<file path="config.mk">
export PLATFORM = sky130hd
export DESIGN_NAME = pipe_stage_latch
export DESIGN_NICKNAME = d
export VERILOG_FILES = /design/src/rtl/pipe_stage_latch.sv
export SDC_FILE = /design/constraint.sdc
export NUM_CORES = 1
export LEC_CHECK = 0
export CAP_MARGIN = 5
export CORE_ASPECT_RATIO = 0.5
export CORE_MARGIN = 2
export CORE_UTILIZATION = 43
export CTS_CLUSTER_DIAMETER = 40
export CTS_CLUSTER_SIZE = 12
export DETAILED_ROUTE_END_ITERATION = 7
export GPL_ROUTABILITY_DRIVEN = 1
export HOLD_SLACK_MARGIN = 0.08
export PLACE_DENSITY_LB_ADDON = 0.2
export SYNTH_ARGS = -nofsm -noshare
export SYNTH_HDL_FRONTEND = slang
export SYNTH_SLANG_ARGS = --single-unit
</file>
<file path="constraint.sdc">
create_clock -name clk -period 2.3 [get_ports clk]
set_clock_uncertainty 0.1 [all_clocks]
set_input_delay 0.46 -clock clk [delete_from_list [all_inputs] [get_ports clk]]
set_output_delay 0.46 -clock clk [all_outputs]
set_load 0.02 [all_outputs]
</file>
<file path="src/rtl/pipe_stage_latch.sv">
// Generic inter-stage pipeline register for IR, PC, control word, data channels and branch-predict bit.
// It provides valid/ready handshaking, squash, NOP bubbles and a saturating stall counter. Define SKID_BUFFER_EN to add a registered-ready skid entry.
module pipe_stage_latch #(
   parameter int                  IR_WIDTH   = 16,
   parameter int                  PC_WIDTH   = 16,
   parameter int                  DATA_WIDTH = 16,
   parameter int                  NUM_DATA   = 2,
   parameter int                  CW_WIDTH   = 8,
   parameter logic [CW_WIDTH-1:0] NOP_CW     = '0,
   parameter int                  CNT_WIDTH  = 16
) (
   input  logic                           clk,
   input  logic                           rst_n,
   input  logic                           in_valid,
   output logic                           in_ready,
   input  logic [IR_WIDTH-1:0]            in_ir,
   input  logic [PC_WIDTH-1:0]            in_pc,
   input  logic [NUM_DATA*DATA_WIDTH-1:0] in_data,
   input  logic [CW_WIDTH-1:0]            in_cw,
   input  logic                           in_bp,
   input  logic                           squash,
   output logic                           out_valid,
   input  logic                           out_ready,
   output logic [IR_WIDTH-1:0]            out_ir,
   output logic [PC_WIDTH-1:0]            out_pc,
   output logic [NUM_DATA*DATA_WIDTH-1:0] out_data,
   output logic [CW_WIDTH-1:0]            out_cw,
   output logic                           out_bp,
   output logic [CNT_WIDTH-1:0]           stall_count
);

   localparam int DW_ALL = NUM_DATA * DATA_WIDTH;
   localparam int PW     = IR_WIDTH + PC_WIDTH + DW_ALL + CW_WIDTH + 1;
   localparam logic [PW-1:0] HEAD_RST = {{(PW-CW_WIDTH-1){1'b0}}, NOP_CW, 1'b0};

   // Entry layout, MSB first: {ir, pc, data, cw, bp}
   logic [PW-1:0]        head_q, head_d;
   logic                 head_valid_q, head_valid_d;
   logic [CNT_WIDTH-1:0] stall_q, stall_d;
   logic [PW-1:0]        in_payload;
   logic                 accept;
   logic                 drain;

   assign in_payload = {in_ir, in_pc, in_data, in_cw, in_bp & in_valid};

`ifdef SKID_BUFFER_EN
   logic [PW-1:0] skid_q, skid_d;
   logic          skid_valid_q, skid_valid_d;

   // Ready depends only on the registered skid state, so out_ready has no combinational path to in_ready.
   assign in_ready = !skid_valid_q;
`else
   assign in_ready = !head_valid_q | out_ready;
`endif

   assign accept = in_valid & in_ready & ~squash;
   assign drain  = head_valid_q & out_ready;

   always_comb begin
      head_d       = head_q;
      head_valid_d = head_valid_q;
`ifdef SKID_BUFFER_EN
      skid_d       = skid_q;
      skid_valid_d = skid_valid_q;
      if (squash) begin
         head_valid_d = 1'b0;
         skid_valid_d = 1'b0;
      end else if (!head_valid_q || drain) begin
         if (skid_valid_q) begin
            head_d       = skid_q;
            head_valid_d = 1'b1;
            skid_valid_d = 1'b0;
         end else if (accept) begin
            head_d       = in_payload;
            head_valid_d = 1'b1;
         end else begin
            head_valid_d = 1'b0;
         end
      end else if (accept) begin
         skid_d       = in_payload;
         skid_valid_d = 1'b1;
      end
`else
      if (squash) begin
         head_valid_d = 1'b0;
      end else begin
         if (drain) begin
            head_valid_d = 1'b0;
         end
         if (accept) begin
            head_d       = in_payload;
            head_valid_d = 1'b1;
         end
      end
`endif
   end

   always_comb begin
      stall_d = stall_q;
      if (head_valid_q && !out_ready && !squash && !(&stall_q)) begin
         stall_d = stall_q + 1'b1;
      end
   end

   always_ff @(posedge clk or negedge rst_n) begin
      if (!rst_n) begin
         head_q       <= HEAD_RST;
         head_valid_q <= 1'b0;
         stall_q      <= '0;
      end else begin
         head_q       <= head_d;
         head_valid_q <= head_valid_d;
         stall_q      <= stall_d;
      end
   end

`ifdef SKID_BUFFER_EN
   always_ff @(posedge clk or negedge rst_n) begin
      if (!rst_n) begin
         skid_q       <= HEAD_RST;
         skid_valid_q <= 1'b0;
      end else begin
         skid_q       <= skid_d;
         skid_valid_q <= skid_valid_d;
      end
   end
`endif

   // PC and data keep their last value during a bubble. IR, CW and BP switch to the NOP encoding.
   assign out_valid   = head_valid_q;
   assign out_ir      = head_valid_q ? head_q[PW-1 -: IR_WIDTH] : '0;
   assign out_pc      = head_q[CW_WIDTH+1+DW_ALL +: PC_WIDTH];
   assign out_data    = head_q[CW_WIDTH+1 +: DW_ALL];
   assign out_cw      = head_valid_q ? head_q[1 +: CW_WIDTH] : NOP_CW;
   assign out_bp      = head_valid_q & head_q[0];
   assign stall_count = stall_q;

endmodule

</file>
==> flow_summary.yaml, run 1 <==
run_status:
  status: "finished clean"
worst_setup_path:
  cp.arrival_ns: 2.35
  required_ns: 2.41
  r2r-end: "stall_count[14]"
  crit_start: "out_ready"
  reg2reg_slack_ns: 0.26
  crit_type: "in2reg"
  rr_worst_depth: 5
  r2r-start: "stall_count[0]"
  crit_fanout: 4
  cp-endpoint: "stall_count[14]"
  startpoint_type: "input pin"
  critPathCaptureType: "register"
synthesis:
  synth-seq-cells: 90
  synthCells: 310
  syn_area_um2: 4085
  ys_seq_area_share_pct: 55.13
  synth_cell_types: 32
  synth.avg_cell_area_um2: 13.18
  ys_warn_count: 0
  syn_nets: 389
sta:
  grt_setup_unrepaired: "false"
  hold_violations: 0
  fmax_mhz: 446.5
  layout_min_cycle_time_ns: 2.240
  fin_setup_tns_ns: 0
  worst_pin_slew_ns: 0.5159
  period_share_pct: 97.37
  drv_slew: 0
  max-slew-margin-rel_pct: 65.32
  setup_viol: 0
routing:
  drtIter0Drc: 87
  vias: 2684
  ant_nets: 0
  wl_per_cell_um: 14.99
  drc: 0
  routed_wl_um: 8575
  via_per_inst: 4.692
  first_pass_iters: 4
power_and_ir_drop:
  p_leak_nw: 2.643
  sw_frac_of_total_pct: 26.19
  fin_total_pwr_w: 0.004897
  p_seq_share_pct: 40.8
  p_sw_w: 0.001282
  intPower_w: 0.003614
  power_density_nw_per_um2: 811.4
  vdd_drop_max_mv: 0.4830
  p_clk_share_pct: 33.7
  comb_power_share_pct: 25.5
flow_run:
  cap_violations: 0
hold_path:
  hp-class: "reg2reg"
  min_path_cells: 1
finish:
  n_fill_cell: 699
  syn_to_final_growth_pct: 47.72
  antenna_cells: 0
  fin_area_um2: 6035
  utilization_pct: 64.52
  final_cells: 572
  drive_gt1_share_pct: 24.39
  finalNetCount: 525
place:
  dp_cells: 555
  port_buffers: 168
  gp_congestion: 0.8376
  hpwl_um: 6559
  place_area_um2: 5657
cts:
  cts_tree: "done"
  clkLatencyLatePin_ns: 0.32
  cts-buffers-inserted: 9
  cts_max_level: 3
  clockBufferDepth: 2
  cts_root_buffer: "clkbuf_16"
  cts_sinks: 90
  clk_pin_slew_ns: 0.06
floorplan:
  num_rows: 25
  core_area_um2: 9353
  start_util_pct: 43.68
  ios: 169
  die-area_um2: 10340
  die-width_um: 141.8
  die_h_um: 72.92
global_route:
  use_met3_pct: 4.331
  grt_util_met2_pct: 32.09
  busiest_layer: "met2"
  antenna_found_initial: 0
  grt_first_pass_wirelength_um: 14040
  grt_use_met1_pct: 20.84
  overflow: 0
  grt_max_degree: 41
  grtUsageTotal_pct: 17.30
  grt_pass1_vias: 2795
kinds of logic (layout without fill, tap and decap cells):
logic type	count (synthesis)	after routing	share of synthesized area (%)
buf+inv	60	201	10.14
fa+ha+maj	1	1	0.3062
mux	77	77	21.19
flops	90	90	55.13
simple gates	65	65	9.985
xor+xnor	10	10	2.144
compound gates	7	7	1.103
critical path, stage by stage:
cell and delay [ns]:
clkdlybuf4s50_1 0.43, or3b_4 0.41, or3_4 0.41, nor4_4 0.29
mux2_1 0.34
cell usage in the layout (no fill, tap or decap), types with 7 or more instances in the layout:
cell type,count
xor2_1,7
buf_4,11
nor2_1,7
mux2_2,74
clkdlybuf4s50_1,157
clkbuf_16,9
dlymetal6s2s_1,9
and2_1,25
dfrtp_1,90
nand2_1,7
Yosys cell counts, drive strengths merged:
library cell   n  share of area, %
dfrtp         90                55
mux2          76                21
buf           55               9.7
and2          25               3.8
nand2          7              0.64
nor2           7              0.64
xor2           7               1.5
nand4          6              0.92
a21oi          4              0.49
nor3           4              0.49
clkbuf         3              0.28
xnor2          3              0.64
a31oi          2              0.31
and3           2              0.31
inv            2              0.18
nand3          2              0.25
nor3b          2              0.37
nor4           2              0.83
a211oi         1              0.31
and4           1              0.21
and4b          1              0.25
ha             1              0.31
mux2i          1              0.25
nand2b         1              0.15
nand3b         1              0.18
nor2b          1              0.15
nor4b          1              0.21
or3            1              0.28
or3b           1              0.28
flip-flops by register name, summed over array words and instances, names as in the netlist:
register,count
head_q,73
stall_count,16
out_valid,1
per-stage QoR:
stage	worst slack, ns	hold WS, ns
finish	0.06041	0.4001
CTS	0.04387	0.4041
detailed placement	-0.2679	0.3659
floorplan	0.1075	0.06441
global route	0.0003965	0.4143
global placement	-0.2282	0.3587
what timing repair did:
action / 4_1_cts / 5_1_grt
endpoints found under the hold margin: 36 / 0
hold buffers: 1 / 0
resized for setup: 2 / 9
buffers inserted: 0 / 0
endpoints found under the setup margin: 10 / 9
power by group through the flow:
stage,combinational [W],sequential (W),clock (W)
2_1_floorplan,0.000765,0.00202,0
3_3_place_gp,0.00124,0.00201,0
3_5_place_dp,0.00126,0.00203,0
4_1_cts,0.00127,0.00200,0.00170
5_1_grt,0.00133,0.00203,0.00177
6_report,0.00125,0.00200,0.00165
layer usage:
layer	wire [um]	part of all wire [%]
met2	4518	53
met1	3604	42
met4	50	0.58
met5	0	0
met3	402	4.7
worst min-delay path by stage:
stage / startpoint / to / slack [ns]
2_1_floorplan: rst_n / head_q[0] / 0.06
3_3_place_gp: rst_n / head_q[63] / 0.36
3_5_place_dp: rst_n / head_q[64] / 0.37
4_1_cts: head_q[57] / head_q[57] / 0.40
5_1_grt: head_q[1] / head_q[1] / 0.41
6_report: head_q[69] / head_q[69] / 0.40
cell type report:
class                      instances  area (um2)  share of cell area, %
timing repair buffer             183        1857                  30.77
tap                              121       151.4                  2.509
clock buffer                      10       229.0                  3.794
inverter                           2       7.507                 0.1244
clock inverter                     6       113.9                  1.887
multi-input combinational        160        1424                  23.60
sequential                        90        2252                  37.32
No activity file was read; power rests on OpenSTA's default activity.
==> run 2: changes to the inputs <==
PLACE_DENSITY = 0.9   (was unset)
PLACE_DENSITY_LB_ADDON = unset   (was 0.2)
TNS_END_PERCENT = 30   (was unset)
==> run 2 against run 1 <==
  * Utilization is 0.41 points higher
  * Fmax shrank 0.21%
  * Non-clock buffer count up 8
  * Combinational power hardly changed
  * Critical path depth decreased by 2
  * Setup slack lost 0.0047 ns
  * Cell count grew 1.2%
  * Sequential power barely moved
  * First-iteration DRC count up 52%
  * Global-route usage increased by 2.5 points
  * Total power is 2.3% lower
  * Design area grew 0.64%
  * Critical path type is now reg2out
  * Largest power group unchanged
==> flow_summary.yaml, run 2 (synthesized netlist as in run 1, its figures left out) <==
run_status:
  status: "finished clean"
worst_setup_path:
  r2r-start: "out_valid"
  startpoint_type: "register"
  cp_slowest_cell: "clkdlybuf4s50_1"
  required_ns: 1.74
  crit_fanout: 17
  crit_start: "out_valid"
  critPathMaxStageDelay_ns: 0.63
  cp.arrival_ns: 1.68
  critPathCaptureType: "output port"
  worstPathCellList: "buf_4 > and2_1 > clkdlybuf4s50_1"
  crit_type: "reg2out"
  rr_worst_depth: 7
  r2r-end: "head_q[64]"
  reg2reg_slack_ns: 0.28
hold_path:
  hp-start: "head_q[62]"
  hp-class: "reg2reg"
  min_path_cells: 1
  min_to: "head_q[62]"
routing:
  wl_per_cell_um: 17.20
  drtIter0Drc: 132
  routed_wl_um: 9961
  vias: 2800
  drc: 0
  via_per_inst: 4.836
  ant_nets: 0
  first_pass_iters: 4
place:
  port_buffers: 168
  place_ws_ns: -0.2627
  hpwl_um: 7502
  dp_cells: 563
  gp_congestion: 0.8308
sta:
  worst_slack_ns: 0.05567
  setup_viol: 0
  fmax_mhz: 445.6
  period_share_pct: 97.58
  drv_slew: 0
  grt_setup_unrepaired: "false"
  layout_min_cycle_time_ns: 2.244
  max-slew-margin-rel_pct: 66.38
  worst_pin_slew_ns: 0.5001
  hold_violations: 0
  fin_setup_tns_ns: 0
cts:
  cts_setup_buffers: 0
  clkLatencyLatePin_ns: 0.33
  cts_max_level: 3
  clockBufferDepth: 2
  cts_root_buffer: "clkbuf_16"
  cts_tree: "done"
  cts-buffers-inserted: 9
  cts_sinks: 90
  clk_pin_slew_ns: 0.06
finish:
  drive_gt1_share_pct: 25.55
  utilization_pct: 64.94
  antenna_cells: 0
  n_fill_cell: 672
  finalNetCount: 533
  top_register: "head_q"
  final_cells: 579
  largest_reg_flops: 73
  final_common_cell: "clkdlybuf4s50_1"
  syn_to_final_growth_pct: 48.67
  layout_common_cells: "clkdlybuf4s50_1, dfrtp_1, mux2_2, and2_1, buf_4"
global_route:
  grt_pass1_vias: 2976
  overflow: 0
  antenna_found_initial: 0
  grt_first_pass_wirelength_um: 15560
  grtUsageTotal_pct: 19.77
  grt_max_degree: 32
power_and_ir_drop:
  power_density_nw_per_um2: 787.7
  p_seq_share_pct: 41.7
  p_clk_share_pct: 31.5
  p_sw_w: 0.001296
  comb_power_share_pct: 26.8
  p_leak_nw: 2.650
  vdd_drop_max_mv: 0.5484
  fin_total_pwr_w: 0.004784
  sw_frac_of_total_pct: 27.10
  intPower_w: 0.003488
floorplan:
  num_rows: 25
  start_util_pct: 43.68
  die_h_um: 72.92
  die-area_um2: 10340
  ios: 169
  die-width_um: 141.8
  core_area_um2: 9353
flow_run:
  cap_violations: 0
-- run 2: worst max-delay path, delay by kind of cell, from the launching register on --
kind | cells | cell delay (ns)
buffers and inverters | 2 | 0.84
DFF | 1 | 0.37
and+or+nand+nor | 1 | 0.14
-- run 2: power groups by stage --
stage	clock (W)	sequential, W	combinational, W
2_1_floorplan	0	0.00202	0.000765
3_3_place_gp	0	0.00200	0.00126
3_5_place_dp	0	0.00202	0.00129
4_1_cts	0.00155	0.00200	0.00130
5_1_grt	0.00162	0.00203	0.00135
6_report	0.00151	0.00199	0.00128
-- run 2: through the flow --
step | hold slack (ns) | cell area (um2)
2_1_floorplan | 0.06441 | 4085
3_3_place_gp | 0.2815 | 5742
3_5_place_dp | 0.2850 | 5742
4_1_cts | 0.4016 | 6056
5_1_grt | 0.4075 | 6073
6_report | 0.3973 | 6073
-- run 2: what timing repair did --
item                       CTS  global route
cloned                       0             0
resized for setup            1             7
hold buffers                 1             0
hold endpoints to repair    20             0
setup endpoints to repair    1             7
-- run 2: how the worst max path moves through the flow --
stage	slack (ns)	to	cells past startpoint
6_report	0.06	out_ir[13]	3
4_1_cts	0.03	out_ir[5]	3
3_5_place_dp	-0.26	stall_count[14]	5
3_3_place_gp	-0.23	stall_count[14]	5
5_1_grt	0.0004	out_ir[8]	3
2_1_floorplan	0.11	stall_count[14]	4
-- run 2: routing by layer --
layer  GRT usage (%)  vias to the layer above  part of all wire [%]
li1                -                     1303                     -
met1           21.29                     1403                    37
met2           38.40                       67                    57
met3           3.937                       27                   2.8
met4           8.778                        0                   3.2
met5               0                        -                     0
-- run 2: layout make-up --
| cell class | instances | area, um2 | share of cell area [%] |
|---|---|---|---|
| Tap cell | 121 | 151.4 | 2.493 |
| Multi-Input combinational cell | 160 | 1424 | 23.44 |
| Sequential cell | 90 | 2252 | 37.08 |
| Clock inverter | 2 | 35.03 | 0.5768 |
| Timing Repair Buffer | 191 | 1933 | 31.83 |
| Clock buffer | 13 | 270.3 | 4.450 |
| Inverter | 2 | 7.507 | 0.1236 |
